--- config.mk ---
export PLATFORM = sky130hd
export DESIGN_NAME = exp_arbiter
export DESIGN_NICKNAME = d
export VERILOG_FILES = /design/src/rtl/exp_arbiter.sv
export SDC_FILE = /design/constraint.sdc
export NUM_CORES = 1
export LEC_CHECK = 0
export ABC_CLOCK_PERIOD_IN_PS = 3100
export BUFFER_PORTS_ARGS = -buffer_cell sky130_fd_sc_hd__buf_2
export CORE_UTILIZATION = 41
export DETAILED_ROUTE_END_ITERATION = 7
export PLACE_DENSITY = 0.79
export SLEW_MARGIN = 20
export SYNTH_ARGS = -nofsm -noshare
export SYNTH_HDL_FRONTEND = slang
export SYNTH_SLANG_ARGS = --single-unit
--- constraint.sdc ---
create_clock -name clk -period 3.1 [get_ports clk]
set_input_delay 0.62 -clock clk [delete_from_list [all_inputs] [get_ports clk]]
set_output_delay 0.62 -clock clk [all_outputs]
set_load 0.01 [all_outputs]
--- src/rtl/exp_arbiter.sv ---
`default_nettype none
// ============================================================================
// Module   : exp_arbiter
// Purpose  : Round-robin arbiter sharing one non-pipelined exp unit between
//            NUM_REQ requesters, with a watchdog abort on a missing result.
// Revision : 1.0 - initial release
// ============================================================================
module exp_arbiter #(
    parameter int NUM_REQ    = 4,
    parameter int DATA_WIDTH = 32,
    parameter int TIMEOUT    = 256
) (
    input  logic                          clk,
    input  logic                          rst,
    input  logic [NUM_REQ-1:0]            arb_valid_in,
    output logic [NUM_REQ-1:0]            arb_ready_in,
    input  logic [NUM_REQ*DATA_WIDTH-1:0] arb_data_in,
    output logic [NUM_REQ-1:0]            arb_valid_out,
    input  logic [NUM_REQ-1:0]            arb_ready_out,
    output logic [DATA_WIDTH-1:0]         arb_data_out,
    output logic                          arb_err_out,
    input  logic                          exp_ready_in,
    output logic                          exp_valid_in,
    output logic [DATA_WIDTH-1:0]         exp_data_in,
    output logic                          exp_ready_out,
    input  logic                          exp_valid_out,
    input  logic [DATA_WIDTH-1:0]         exp_data_out,
    output logic                          busy_out,
    output logic [7:0]                    timeout_cnt_out
);
    localparam int ID_WIDTH  = $clog2(NUM_REQ);
    localparam int WID       = ID_WIDTH + 1;
    localparam int TMR_WIDTH = $clog2(TIMEOUT);

    typedef enum logic [1:0] {
        S_IDLE    = 2'd0,
        S_ISSUE   = 2'd1,
        S_WAIT    = 2'd2,
        S_RESPOND = 2'd3
    } state_t;

    state_t                 r_state, w_state_nxt;
    logic [ID_WIDTH-1:0]    r_last_grant, r_grant_id, w_grant;
    logic [DATA_WIDTH-1:0]  r_operand, r_result, w_operand;
    logic                   r_err;
    logic [TMR_WIDTH-1:0]   r_timer;
    logic [7:0]             r_timeout_cnt;
    logic [2*NUM_REQ-1:0]   w_dbl;
    logic [NUM_REQ-1:0]     w_rot;
    logic [WID-1:0]         w_shamt, w_off, w_sum;
    logic                   w_any, w_accept, w_resp_ack, w_timer_done;

    // Rotate the request vector so bit 0 is the lane just after the last grant.
    always_comb begin
        w_dbl   = {arb_valid_in, arb_valid_in};
        w_shamt = {1'b0, r_last_grant} + WID'(1);
        w_rot   = NUM_REQ'(w_dbl >> w_shamt);
        w_any   = 1'b0;
        w_off   = '0;
        for (int k = NUM_REQ - 1; k >= 0; k--) begin
            if (w_rot[k]) begin
                w_any = 1'b1;
                w_off = WID'(k);
            end
        end
        w_sum = w_shamt + w_off;
        if (w_sum >= WID'(NUM_REQ)) begin
            w_sum = w_sum - WID'(NUM_REQ);
        end
        w_grant   = w_sum[ID_WIDTH-1:0];
        w_operand = '0;
        for (int j = 0; j < NUM_REQ; j++) begin
            if (w_grant == ID_WIDTH'(j)) begin
                w_operand = arb_data_in[j*DATA_WIDTH +: DATA_WIDTH];
            end
        end
    end

    always_comb begin
        arb_ready_in  = '0;
        arb_valid_out = '0;
        for (int j = 0; j < NUM_REQ; j++) begin
            arb_ready_in[j]  = rst && (r_state == S_IDLE) && w_any && (w_grant == ID_WIDTH'(j));
            arb_valid_out[j] = rst && (r_state == S_RESPOND) && (r_grant_id == ID_WIDTH'(j));
        end
    end

    assign w_accept        = |(arb_ready_in & arb_valid_in);
    assign w_resp_ack      = |(arb_valid_out & arb_ready_out);
    assign w_timer_done    = (r_timer == TMR_WIDTH'(TIMEOUT - 1));
    assign arb_data_out    = r_result;
    assign arb_err_out     = r_err;
    assign exp_valid_in    = rst && (r_state == S_ISSUE);
    assign exp_data_in     = r_operand;
    // Also ready in IDLE so a late result from an aborted request is swallowed.
    assign exp_ready_out   = rst && ((r_state == S_IDLE) || (r_state == S_WAIT));
    assign busy_out        = (r_state != S_IDLE);
    assign timeout_cnt_out = r_timeout_cnt;

    always_ff @(posedge clk) begin
        if (!rst) begin
            r_state <= S_IDLE;
        end else begin
            r_state <= w_state_nxt;
        end
    end

    always_comb begin
        w_state_nxt = r_state;
        case (r_state)
            S_IDLE:    if (w_accept)                      w_state_nxt = S_ISSUE;
            S_ISSUE:   if (exp_ready_in)                  w_state_nxt = S_WAIT;
            S_WAIT:    if (exp_valid_out || w_timer_done) w_state_nxt = S_RESPOND;
            S_RESPOND: if (w_resp_ack)                    w_state_nxt = S_IDLE;
            default:                                      w_state_nxt = S_IDLE;
        endcase
    end

    always_ff @(posedge clk) begin
        if (!rst) begin
            r_last_grant  <= ID_WIDTH'(NUM_REQ - 1);
            r_grant_id    <= '0;
            r_operand     <= '0;
            r_result      <= '0;
            r_err         <= 1'b0;
            r_timer       <= '0;
            r_timeout_cnt <= '0;
        end else begin
            case (r_state)
                S_IDLE: begin
                    if (w_accept) begin
                        r_operand  <= w_operand;
                        r_grant_id <= w_grant;
                    end
                end
                S_ISSUE: begin
                    if (exp_ready_in) begin
                        r_timer <= '0;
                    end
                end
                S_WAIT: begin
                    r_timer <= r_timer + 1'b1;
                    // A result arriving on the terminal cycle still wins.
                    if (exp_valid_out) begin
                        r_result <= exp_data_out;
                        r_err    <= 1'b0;
                    end else if (w_timer_done) begin
                        r_result <= '0;
                        r_err    <= 1'b1;
                        if (r_timeout_cnt != 8'hFF) begin
                            r_timeout_cnt <= r_timeout_cnt + 8'd1;
                        end
                    end
                end
                S_RESPOND: begin
                    if (w_resp_ack) begin
                        r_last_grant <= r_grant_id;
                    end
                end
                default: ;
            endcase
        end
    end
endmodule
`default_nettype wire
==> flow_summary.yaml <==
outcome:
  outcome: "finished clean"
place:
  dp_hpwl_um: 10800
  port-buffer-count: 255
  gp_congestion: 0.841
drt:
  route.vias.total: 4790
  antenna_left: 0
  drt-pass1-iter-count: 4
  routed_wirelength_um: 14100
  wl_per_cell_um: 15.7
  drt-initial-drc-count: 248
  avgViaCountPerCell: 5.33
  drc_errors: 0
global_routing:
  global_route_total_usage_across_every_layer_pct: 23.7
  grt_overflow_total: 0
  grt_max_degree: 65
  global_route_wire_length_before_repair_um: 21700
  first_global_vias: 4635
  antenna_found_initial: 2
cts:
  clock_sink_count: 87
  clk_transition_reported_paths_ns: 0.09
  worstSkewPairLatency_ns: 0.37
  cts_tree: "built"
  htreeDepth: 3
  cts_max_path_buffers: 2
  cts_buffers: 9
  ctsRootBufferMaster: "clkbuf_8"
run:
  cap_violations: 0
synth:
  yosys.area.top_type_share_pct: 37.8
  yosys-top-cells-count: "dfxtp_1, mux2i_1, nor2_1, clkbuf_1"
  synthesis.instances: 506
  number_of_register_bits_inferred_by_synthesis: 87
  seq_area_frac_synth_pct: 37.8
  yosys_warnings: 0
  synth-async-reset-ratio_pct: 0
  synth_area_leaders: "dfxtp_1, mux2i_1, a221o_1"
  postSynth.topFlopCell: "dfxtp_1"
  postSynthAreaPerCell_um2: 9.10
  postSynthNetCount: 686
  synth_largest_area_cell: "dfxtp_1"
  count_leader_synth: "dfxtp_1"
  synth_enable_flop_cells: 0
  post_synth_cell_types: 44
  syn_area_um2: 4600
final_layout:
  final_util_pct: 58.5
  area_growth_pct: 38.3
  finalNetCount: 932
  final_layout_size_suffix_gt1_share_pct: 41.5
sta:
  final.min_clock_period_ns: 2.95
  worst_pin_slew_ns: 0.619
  finalMaxSlewViolations: 0
  max_freq_mhz: 339
  relSlewSlack_pct: 58.8
  worst_clock_skew_ns: 0.0216
  grt_setup_unrepaired: "no"
  portion_of_the_clock_cycle_consumed_by_the_worst_path_in_the_final_layout_pct: 95.2
  setup_violations: 0
  timing_hold_violations_final: 0
worst_hold_path:
  hold_class: "register to register"
floorplan:
  rows: 38
  die-height_um: 108
  dieArea_um2: 11700
  starting_utilization_of_the_core_area_pct: 42.3
  fp.coreArea_um2: 10900
  die-width_um: 108
  boundaryPins: 256
pwr:
  switching_power_uw: 1210
  power.share.clock_pct: 26.7
  total_power_uw: 3510
  power.static_leakage_uw: 0.00312
  total_power_divided_by_cell_area_nw_per_um2: 551
  power.ir.vdd_worst_mv: 0.240
  power.sequential.fraction_pct: 39.3
  power.share.switching_pct: 34.6
  p_int_uw: 2300
  power.combinational.fraction_pct: 34.0
worst_setup_path:
  worst_setup_path_end_kind: "primary output"
  critical_path.startpoint_type: "primary input"
  timing_worst_setup_path_type: "primary input to primary output"
  arrival_ns: 2.33
  timing.critical_path.fanout_max: 7
  timing.critical_path.required_ns: 2.48
power by group through the flow:
stage / registers [µW] / logic, µW / clock network (µW)
floorplan: 1450 / 687 / 0
global placement: 1390 / 1150 / 0
detailed placement: 1400 / 1190 / 0
global route: 1400 / 1300 / 1010
finish: 1380 / 1190 / 935
CTS: 1380 / 1190 / 956
final timing paths:
path	cells after the start	endpoint	from	slack (ns)
setup / recovery	12	arb_ready_in[3]	arb_valid_in[2]	0.15
hold / removal	1	exp_data_in[18]	exp_data_in[18]	0.49
setup reg to reg	12	exp_data_in[20]	r_last_grant[0]	0.26
hold reg to reg	1	exp_data_in[18]	exp_data_in[18]	0.49
routing by layer:
metal,global-route usage [%],up-vias,part of all wire (%)
met4,10.9,0,2.9
met3,3.62,33,5.3
li1,-,2346,-
met5,0,-,0
met1,25.9,2217,38
met2,44.5,194,53
state kept, by name, summed over array words and instances, names as in the netlist:
signal and flops:
arb_data_out 32, arb_err_out 1, exp_data_in 32, r_grant_id 2
r_last_grant 2, r_state 2, r_timer 8, timeout_cnt_out 8
final cells by class:
class / count / area, µm²
Antenna cell: 2 / 5.00
Timing Repair Buffer: 280 / 1480
Clock inverter: 7 / 113
Sequential cell: 87 / 1750
Multi-Input combinational cell: 366 / 2700
Fill cell: 996 / 4520
Tap cell: 140 / 175
Inverter: 8 / 30.0
Clock buffer: 9 / 124
worst max-delay path, stage by stage:
cell and delay (ns):
buf_2 0.11, inv_2 0.06, nor3_2 0.04, a311oi_1 0.24
a31oi_1 0.08, a211oi_1 0.19, buf_4 0.16, ha_4 0.13
xnor2_2 0.10, xnor2_4 0.25, nor3b_2 0.19, buf_4 0.15
timing repair:
action                     4_1_cts  5_1_grt
hold buffers                     0        0
buffers inserted                 0        4
pin swaps                        0        3
gates resized for setup          2        5
setup endpoints to repair        3        3
cells by family after synthesis:
family | share of synthesized area (%)
AO/OA/AOI/OAI | 17.1
flip-flops | 37.8
adder cells (fa/ha/maj) | 2.17
AND/OR/NAND/NOR | 19.5
buffers and inverters | 5.33
XOR/XNOR | 1.88
multiplexers | 16.2
cell usage in the layout (no fill, tap or decap), types with 2 or more instances in the layout:
cell         n
inv_6        2
and2_1       8
o21ai_0     11
xor2_1       3
a21oi_1      5
o21a_1       2
buf_4       24
mux2_4       3
bufinv_16    2
clkbuf_8     9
nand2b_1     2
dfxtp_1     86
nor2b_1     35
buf_2      254
nand3_1      5
xnor2_1      4
ha_1         7
inv_2        2
or3_1        5
nor4_1       2
nand2_1     16
a22oi_1     33
nand4_1      7
nor2_1      49
and3_1       3
diode_2      2
o32ai_1      2
nand3b_1     2
nor3_1      34
or2_2        2
a21boi_1     3
nand3_4      2
inv_1        6
mux2i_1     71
a221o_1     32
o221ai_1     2
metrics by stage:
step / instances / cell area (µm²) / setup WS, ns / hold WS [ns] / setup TNS, ns
after global placement: 878 / 6080 / -0.0511 / 0.467 / -1.52
after global routing: 899 / 6370 / 0.0361 / 0.499 / 0
after floorplan: 506 / 4650 / -0.00402 / 0.458 / -0.117
after detailed placement: 878 / 6080 / -0.109 / 0.470 / -3.03
after CTS: 894 / 6320 / 0.0157 / 0.491 / 0
final: 899 / 6370 / 0.148 / 0.493 / 0
Power figures use the tool's default switching activity.
